`src/rtl/mout_pkg.sv`:
```
// rtl/mout_pkg.sv - shared op codes, FSM encoding and widths for the Mout accumulate buffer
// Purpose: constants and types imported by mout_res_fifo and mout_acc_buffer.
// Ports: none (package).
package mout_pkg;

  localparam logic [2:0] OP_MUL  = 3'b001;
  localparam logic [2:0] OP_DOT  = 3'b010;
  localparam logic [2:0] OP_CPLX = 3'b100;

  localparam logic [0:0] ST_IDLE = 1'b0;
  localparam logic [0:0] ST_ACC  = 1'b1;

  localparam int DATA_W = 64;
  localparam int LANE_W = 32;

  typedef logic [DATA_W-1:0] data_t;
  typedef logic [LANE_W-1:0] lane_t;
  typedef logic [2:0]        op_t;

  function automatic logic is_acc_op(input op_t op);
    return (op == OP_DOT) || (op == OP_CPLX);
  endfunction

endpackage

```
`src/rtl/mout_res_fifo.sv`:
```
// rtl/mout_res_fifo.sv - result FIFO holding {op, data} entries
// Purpose: DEPTH-entry synchronous FIFO; head outputs hold the last popped value while empty.
// Ports:
//   clk, n_rst         clock, asynchronous active-low reset
//   clr                synchronous flush (priority over push/pop)
//   push, push_op/data write port (caller never pushes when full)
//   pop                remove head (ignored when empty)
//   full, empty, count occupancy status
//   head_op, head_data current head (or last popped entry when empty)
module mout_res_fifo
  import mout_pkg::*;
#(
  parameter int DEPTH = 4,
  parameter int AW    = 2
) (
  input  logic          clk,
  input  logic          n_rst,
  input  logic          clr,
  input  logic          push,
  input  op_t           push_op,
  input  data_t         push_data,
  input  logic          pop,
  output logic          full,
  output logic          empty,
  output logic [AW:0]   count,
  output op_t           head_op,
  output data_t         head_data
);

  op_t          mem_op   [DEPTH];
  data_t        mem_data [DEPTH];
  logic [AW-1:0] wr_ptr;
  logic [AW-1:0] rd_ptr;
  logic [AW:0]   cnt;
  op_t           hold_op;
  data_t         hold_data;

  logic do_push;
  logic do_pop;

  assign full    = (cnt == (AW+1)'(DEPTH));
  assign empty   = (cnt == '0);
  assign count   = cnt;
  assign do_push = push && !full;
  assign do_pop  = pop && !empty;

  // When empty the head port shows the entry that was last popped
  assign head_op   = empty ? hold_op   : mem_op[rd_ptr];
  assign head_data = empty ? hold_data : mem_data[rd_ptr];

  always_ff @(posedge clk) begin
    if (do_push && !clr) begin
      mem_op[wr_ptr]   <= push_op;
      mem_data[wr_ptr] <= push_data;
    end
  end

  always_ff @(posedge clk or negedge n_rst) begin
    if (!n_rst) begin
      wr_ptr    <= '0;
      rd_ptr    <= '0;
      cnt       <= '0;
      hold_op   <= '0;
      hold_data <= '0;
    end else if (clr) begin
      wr_ptr    <= '0;
      rd_ptr    <= '0;
      cnt       <= '0;
      hold_op   <= '0;
      hold_data <= '0;
    end else begin
      if (do_push) wr_ptr <= wr_ptr + 1'b1;
      if (do_pop) begin
        rd_ptr    <= rd_ptr + 1'b1;
        hold_op   <= mem_op[rd_ptr];
        hold_data <= mem_data[rd_ptr];
      end
      case ({do_push, do_pop})
        2'b10:   cnt <= cnt + 1'b1;
        2'b01:   cnt <= cnt - 1'b1;
        default: cnt <= cnt;
      endcase
    end
  end

endmodule

```
`src/rtl/mout_acc_buffer.sv`:
```
// rtl/mout_acc_buffer.sv - accumulate DOT/CPLX result groups, pass MUL, buffer into a result FIFO
// Purpose: downstream stage of the arithmetic unit consuming 64-bit Mout beats.
// Optional feature: define MOUT_ACC_SAT_EN to saturate DOT (64-bit) and CPLX (per 32-bit lane) sums.
// Ports:
//   clk, n_rst                   clock, asynchronous active-low reset
//   clr                          synchronous flush of FIFO, accumulator and err_op
//   in_valid/in_ready            input handshake; in_op, in_mout, in_last beat payload
//   out_valid/out_ready          output handshake; out_data, out_op head result
//   count                        FIFO occupancy
//   err_op                       sticky illegal-op / op-change-mid-group flag
module mout_acc_buffer
  import mout_pkg::*;
#(
  parameter int DEPTH = 4,
  parameter int AW    = 2
) (
  input  logic          clk,
  input  logic          n_rst,
  input  logic          clr,
  input  logic          in_valid,
  output logic          in_ready,
  input  logic [2:0]    in_op,
  input  logic [63:0]   in_mout,
  input  logic          in_last,
  output logic          out_valid,
  input  logic          out_ready,
  output logic [63:0]   out_data,
  output logic [2:0]    out_op,
  output logic [AW:0]   count,
  output logic          err_op
);

  function automatic data_t dot_add(input data_t a, input data_t b);
    data_t s;
    s = a + b;
`ifdef MOUT_ACC_SAT_EN
    if ((a[DATA_W-1] == b[DATA_W-1]) && (s[DATA_W-1] != a[DATA_W-1]))
      s = a[DATA_W-1] ? {1'b1, {(DATA_W-1){1'b0}}} : {1'b0, {(DATA_W-1){1'b1}}};
`endif
    return s;
  endfunction

  function automatic lane_t lane_add(input lane_t a, input lane_t b);
    lane_t s;
    s = a + b;
`ifdef MOUT_ACC_SAT_EN
    if ((a[LANE_W-1] == b[LANE_W-1]) && (s[LANE_W-1] != a[LANE_W-1]))
      s = a[LANE_W-1] ? {1'b1, {(LANE_W-1){1'b0}}} : {1'b0, {(LANE_W-1){1'b1}}};
`endif
    return s;
  endfunction

  logic [0:0] state;
  data_t      acc;
  op_t        grp_op;
  logic       err;

  logic  full;
  logic  empty;
  logic  beat;
  logic  cont;
  logic  push;
  data_t push_data;
  data_t sum;

  assign in_ready  = !full;
  assign out_valid = !empty;
  assign err_op    = err;
  assign beat      = in_valid && in_ready && !clr;
  // Beat extends the open group only when the op matches the latched group op
  assign cont      = (state == ST_ACC) && (in_op == grp_op);

  // CPLX lanes are added separately so no carry crosses from imag into real
  assign sum = (in_op == OP_DOT) ? dot_add(acc, in_mout)
             : {lane_add(acc[63:32], in_mout[63:32]), lane_add(acc[31:0], in_mout[31:0])};

  always_comb begin
    push      = 1'b0;
    push_data = in_mout;
    if (beat) begin
      if (in_op == OP_MUL) begin
        push = 1'b1;
      end else if (is_acc_op(in_op) && in_last) begin
        push = 1'b1;
        if (cont) push_data = sum;
      end
    end
  end

  always_ff @(posedge clk or negedge n_rst) begin
    if (!n_rst) begin
      state  <= ST_IDLE;
      acc    <= '0;
      grp_op <= '0;
      err    <= 1'b0;
    end else if (clr) begin
      state  <= ST_IDLE;
      acc    <= '0;
      grp_op <= '0;
      err    <= 1'b0;
    end else if (beat) begin
      if (is_acc_op(in_op)) begin
        // Op change mid-group drops the partial sum and restarts from this beat
        if (state == ST_ACC && !cont) err <= 1'b1;
        if (in_last) begin
          state <= ST_IDLE;
          acc   <= '0;
        end else begin
          state  <= ST_ACC;
          acc    <= cont ? sum : in_mout;
          grp_op <= in_op;
        end
      end else if (in_op != OP_MUL) begin
        err <= 1'b1;
      end
    end
  end

  mout_res_fifo #(
    .DEPTH (DEPTH),
    .AW    (AW)
  ) u_fifo (
    .clk       (clk),
    .n_rst     (n_rst),
    .clr       (clr),
    .push      (push),
    .push_op   (in_op),
    .push_data (push_data),
    .pop       (out_valid && out_ready),
    .full      (full),
    .empty     (empty),
    .count     (count),
    .head_op   (out_op),
    .head_data (out_data)
  );

endmodule

```
`config.mk`:
```
export PLATFORM = sky130hd
export DESIGN_NAME = mout_acc_buffer
export DESIGN_NICKNAME = d
export VERILOG_FILES = /design/src/rtl/mout_pkg.sv /design/src/rtl/mout_res_fifo.sv /design/src/rtl/mout_acc_buffer.sv
export SDC_FILE = /design/constraint.sdc
export NUM_CORES = 1
export LEC_CHECK = 0
export ABC_AREA = 1
export CORE_UTILIZATION = 50
export CTS_CLUSTER_DIAMETER = 40
export CTS_CLUSTER_SIZE = 16
export DETAILED_ROUTE_END_ITERATION = 8
export PLACE_DENSITY_LB_ADDON = 0.12
export SYNTH_ARGS = -nofsm -noshare
export SYNTH_HDL_FRONTEND = slang
export SYNTH_SLANG_ARGS = --single-unit
```
`constraint.sdc`:
```
create_clock -name clk -period 12.45 [get_ports clk]
set_input_delay 2.49 -clock clk [delete_from_list [all_inputs] [get_ports clk]]
set_output_delay 2.49 -clock clk [all_outputs]
set_load 0.02 [all_outputs]
```
After elaboration in Yosys (flattened, before gate mapping)
Memories as Yosys holds them, arrays and structs flattened.
Index checks and enable logic that the tools add are counted.

cells by class
  add/subtract/negate cells = 7
  reduce and logical (&&, ||, !) cells = 24
  muxes and demuxes = 39
  equality and inequality tests = 10

operator list
  operator               number
  $mux W64               12
  $add A32 B32 Y32       2
  $add A64 B64 Y64       1
  $mux W3                8
  $mux W1                14
  $logic_and A1 B1 Y1    9
  $mux W2                4
  $reduce_bool A2 Y1     4
  $eq A3 B3 Y1 const B   2
  $pmux W3 S2            1
  $reduce_and A3 Y1      2
  $reduce_bool A3 Y1     2
  $add A2 B1 Y2 const B  2
  $logic_not A1 Y1       4
  $add A3 B1 Y3 const B  1
  $eq A3 B1 Y1 const B   1
  $eq A3 B2 Y1 const B   1
  $eq A3 B3 Y1           1
  $logic_not A3 Y1       1
  $ne A3 B1 Y1 const B   1
  $ne A3 B2 Y1 const B   1
  $sub A3 B1 Y3 const B  1
  $eq A2 B1 Y1 const B   1
  $eq A2 B2 Y1 const B   1
  3 further kinds        3

word-level totals
  memories = 2
  bits in writable memories = 268
  input port bits = 73
  output and inout port bits = 73
  register bits = 143

memory list
  name             depth  width  rd ports  clocked after memory_dff  wr ports  RTL line             text
  u_fifo.mem_data  4      64     1         0                         1         mout_res_fifo.sv:31  data_t mem_data [DEPTH];
  u_fifo.mem_op    4      3      1         0                         1         mout_res_fifo.sv:30  op_t mem_op [DEPTH];

Logic depth before layout (Yosys ltp)
  depth in word-level cells = 10
  mapped depth = 20

By module
From an unflattened synthesis, not the netlist that was laid out.

unflattened totals
  cell total of the unflattened synthesis = 2904
  area total of the unflattened synthesis = 23421.2 sq um

by module, submodules not included
  module           times used  area an instance (sq um)  cells an instance
  mout_res_fifo    1           13640.6                   1084
  mout_acc_buffer  1           9780.6                    1820

Worst setup path after synthesis
Ideal clock, no wire load.

  kind = input to register
  start point = input in_op[1]
  end point = memory u_fifo.mem_data[0][0] (netlist name) (enable)
  data arrival time = 5.995 ns
  setup slack = 5.963 ns
  buffers on the path = 0
  data required time = 11.958 ns
  stages = 9
  path through = inv_1 nor3_4 inv_4 nand2_2 inv_2 nor2_2 or2_1 nand2_2 nor2_1

on the way
  word-level cells in the longest chain between the ends = 10
  elaborated cells on any way between the ends = 12
  classes of those cells = eq/ne: 3; mux: 5; reduce/logical: 4

RTL lines
  element                                       RTL line               text
  from (decl)                                   mout_acc_buffer.sv:22  input logic [2:0] in_op,
  $eq A3 B2 Y1 or $eq A3 B3 Y1 (tied branches)  mout_pkg.sv:21         return (op == OP_DOT) || (op == OP_CPLX);
  $logic_or A1 B1 Y1                            mout_pkg.sv:21
  $logic_and A1 B1 Y1                           mout_acc_buffer.sv:83  end else if (is_acc_op(in_op) && in_last) begin
  $mux W1                                       mout_acc_buffer.sv:83
  $mux W1 *                                     mout_acc_buffer.sv:81  if (in_op == OP_MUL) begin
  $mux W1 *                                     mout_acc_buffer.sv:80  if (beat) begin
  $logic_and A1 B1 Y1 *                         mout_res_fifo.sv:44    assign do_push = push && !full;
  $logic_and A1 B1 Y1 *                         mout_res_fifo.sv:52    if (do_push && !clr) begin
  $mux W1 *                                     mout_res_fifo.sv:52
  $mux W1 (not written as such) *               mout_res_fifo.sv:54    mem_data[wr_ptr] <= push_data;
  to (decl)                                     mout_res_fifo.sv:31

Mark *: on every way between the ends. The rest lies on a longest branch, timed or not.

Worst setup path after layout
  start point = register u_fifo.rd_ptr[0]
  end point = output out_data[35]

on the way
  word-level cells in the longest chain between the ends = 2

RTL lines
  element                 RTL line               text
  from (decl)             mout_res_fifo.sv:33    logic [AW-1:0] rd_ptr;
  from (signal assigned)  mout_res_fifo.sv:74    rd_ptr <= rd_ptr + 1'b1;
  $mem_v2 Z4 W64          -
  $mux W64                mout_res_fifo.sv:49    assign head_data = empty ? hold_data : mem_data[rd_ptr];
  to (decl)               mout_acc_buffer.sv:27  output logic [63:0] out_data,

Every way passes these cells.

==> flow_summary_export.csv <==
group,metric,value,unit
clocking,cts_tree,"built",
pwr,vdd_drop_max,0.3404,mV
critical_path,crit_buf_inv,4,
pwr,p_leak,12.42,nW
synthesis,mappedNetlistArea,23550,um2
pwr,sw_frac_of_total,35.45,%
sta,drv_slew,0,
detailed_routing,firstDrtPassIters,6,
sta,worst_pin_slew,1.198,ns
sta,fmax,151.4,MHz
pwr,switchingPower,1.641,mW
sta,setup_viol,0,
critical_path,cp.arrival,4.12,ns
detailed_routing,drc,0,
synthesis,syn_nets,3152,
pwr,internal_power,2.988,mW
floorplan,row_count,79,
clocking,cts.repair.resized,0,
floorplan,io_pins,146,
global_route,grt_max_degree,116,
critical_path,r2r_start,"acc[0]",
run,max-cap-violations,0,
detailed_routing,vias,20686,
clocking,clk_latency,0.64,ns
clocking,clkTransAtPathRegs,0.06,ns
critical_path,cp_common_cell,"o21ai_0",
clocking,ctsRootBufferMaster,"clkbuf_16",
clocking,post-cts-setup-buffer-count,0,
synthesis,ys_warn_count,0,
synthesis,synth_ff_type,"edfxtp_1",
hold_path,hold_start,"acc[38]",
cells_and_area,syn2layout_area_growth,17.26,%
floorplan,start_util,50.69,%
critical_path,crit_path_max_fanout,73,
run_status,outcome,"complete, no violations",
detailed_routing,drtAntennaViolNets,0,
cells_and_area,design_area,27620,um2
synthesis,synth_cell_types,42,
sta,hold_ws,0.4827,ns
sta,rsz0062_at_grt,"false",
critical_path,cp_cell_sequence,"clkinv_2 -> buf_4 -> o21ai_0 -> o22ai_1 -> inv_1 -> o21ai_0 -> clkdlybuf4s50_1",
placed_design,postPlaceCellArea,25500,um2
detailed_routing,wl,72.63,mm
global_route,grt_overflow,0,
synthesis,yosysSeqAreaShare,49.37,%
critical_path,crit_type,"flip-flop to output pin",
critical_path,worstSetupStartpoint,"u_fifo.rd_ptr[0]",
pwr,pwr-share-comb,28.4,%
floorplan,die_w,219.0,um
placed_design,dp_hpwl,50.99,mm
sta,finalHoldViolations,0,
synthesis,yosysTopAreaCell,"edfxtp_1",
floorplan,dieArea,47970,um2
clocking,postCtsHoldBufs,0,
clocking,cts_buffers,60,
hold_path,hp-class,"flip-flop to flip-flop",
sta,fin_crit,6.606,ns
pwr,seqPwrFrac,34.4,%
critical_path,cpLargestDelayFamily,"buffers and inverters",
clocking,htreeDepth,2,
synthesis,synth_cells,3009,
synthesis,avgSynthCellArea,7.827,um2
synthesis,synth_area_leaders,"edfxtp_1 34%, dfrtp_1 15%, nand2_1 14%",
synthesis,synth_seq_cells,411,
cells_and_area,post-route-util,59.44,%
sta,fin_skew,0.03197,ns
critical_path,cp.required,9.96,ns
critical_path,cp-start-kind,"flip-flop",
cells_and_area,drive_gt1_share,6.033,%
cells_and_area,fill_cells,4158,
placed_design,place_congestion,0.9629,
sta,setup-tns-final,0,ns
detailed_routing,via_per_inst,5.480,
global_route,antenna_found_initial,3,
clocking,clockBufferDepth,3,
clocking,clock-sinks,411,
floorplan,die_h,219.0,um
floorplan,core-area,46460,um2
pwr,p_per_area,167.6,nW/um2
cells_and_area,nets,3257,
placed_design,port-buffer-count,145,
detailed_routing,post_drt_wl_per_cell,19.24,um
critical_path,cp_slowest_cell,"buf_4",
global_route,grt_pass1_wl,110.9,mm
critical_path,end_kind,"output pin",
global_route,grt_usage,30.61,%
synthesis,async_flop_share,34.79,%
synthesis,synth_edf_count,268,
sta,fin_crit_sh,53.06,%
sta,slew_headroom,19.30,%
critical_path,max_stage_delay,0.72,ns
pwr,power_frac_clock,37.2,%
global_route,grt_pass1_vias,19284,
detailed_routing,drt_iter0_drc,1822,
synthesis,synth_top_area_share,34.17,%
[logic make-up after synthesis]
kind of cell / Yosys count / share of synthesized area [%]
AND/OR/NAND/NOR: 1369 / 23.50
buffers and inverters: 488 / 7.900
XOR/XNOR: 21 / 0.7809
multiplexers: 2 / 0.08501
flip-flops: 411 / 49.37
adder cells (fa/ha/maj): 70 / 3.814
AO/OA/AOI/OAI: 648 / 14.56
[cells in the mapped netlist (all sizes together) (6+ instances only)]
library cell / number
a21oi: 156
a22o: 6
buf: 23
clkbuf: 100
dfrtp: 143
edfxtp: 268
ha: 67
inv: 362
nand2: 864
nand3: 153
nand3b: 9
nand4: 7
nor2: 278
nor3: 21
o21ai: 392
o21bai: 10
o22ai: 69
or2: 33
xnor2: 10
xor2: 11
[metrics by stage]
stage | total power [mW] | setup slack, ns | cells
after global routing | 4.845 | 5.614 | 3775
after detailed placement | 2.930 | 5.726 | 3659
after floorplan | 2.378 | 5.963 | 3009
final | 4.630 | 5.844 | 3775
after CTS | 4.664 | 5.824 | 3773
after global placement | 2.910 | 5.812 | 3659
[sequential cells by signal, indices dropped and copies added (netlist names)]
| register | cells |
|---|---|
| state | 1 |
| u_fifo.count | 3 |
| u_fifo.mem_data | 256 |
| u_fifo.rd_ptr | 2 |
| u_fifo.wr_ptr | 2 |
| u_fifo.hold_data | 64 |
| acc | 64 |
| u_fifo.mem_op | 12 |
| err_op | 1 |
| grp_op | 3 |
| u_fifo.hold_op | 3 |
[final timing paths]
path	endpoint	slack, ns	cells after the start
max in group asynchronous	u_fifo.rd_ptr[0]	9.05	2
worst max-delay path	out_data[35]	5.84	7
worst max register to register	u_fifo.mem_data[3][20]	8.79	15
worst min register to register	acc[38]	0.48	1
worst min-delay path	acc[38]	0.48	1
min in group asynchronous	u_fifo.hold_data[11]	1.89	1
[cells in the final DEF (no fill, tap or decap), drive strengths merged, types with 33 or more instances in the layout]
cell type	Yosys	layout
clkdlybuf4s50	0	144
dfrtp	143	143
nor2	278	278
nand2	864	864
inv	362	389
ha	67	67
edfxtp	268	268
o22ai	69	69
or2	33	33
nand3	153	153
clkbuf	100	64
a21oi	156	156
o21ai	392	392
[layer usage]
layer / vias up / wire length [um] / GRT usage (%)
met3: 98 / 4612 / 3.964
met2: 651 / 31880 / 46.88
met5: - / 0 / 0
met1: 9788 / 34440 / 45.43
met4: 0 / 1701 / 8.495
li1: 10149 / - / -
[area by class of cell]
class / count / area, um2 / area share (%)
Antenna cell: 2 / 5.005 / 0.01812
Clock inverter: 50 / 574.3 / 2.080
Sequential cell: 411 / 11630 / 42.12
Tap cell: 607 / 759.5 / 2.750
Multi-Input combinational cell: 2110 / 10120 / 36.65
Clock buffer: 64 / 1538 / 5.568
Timing Repair Buffer: 166 / 1610 / 5.831
Inverter: 365 / 1376 / 4.984
[power by group through the flow]
| stage | registers, mW | clock network, mW | logic, mW |
|---|---|---|---|
| 2_1_floorplan | 1.61 | 0 | 0.773 |
| 3_3_place_gp | 1.61 | 0 | 1.30 |
| 3_5_place_dp | 1.62 | 0 | 1.31 |
| 4_1_cts | 1.59 | 1.75 | 1.32 |
| 5_1_grt | 1.60 | 1.81 | 1.44 |
| 6_report | 1.59 | 1.72 | 1.31 |
(Power assumes the default switching activity.)
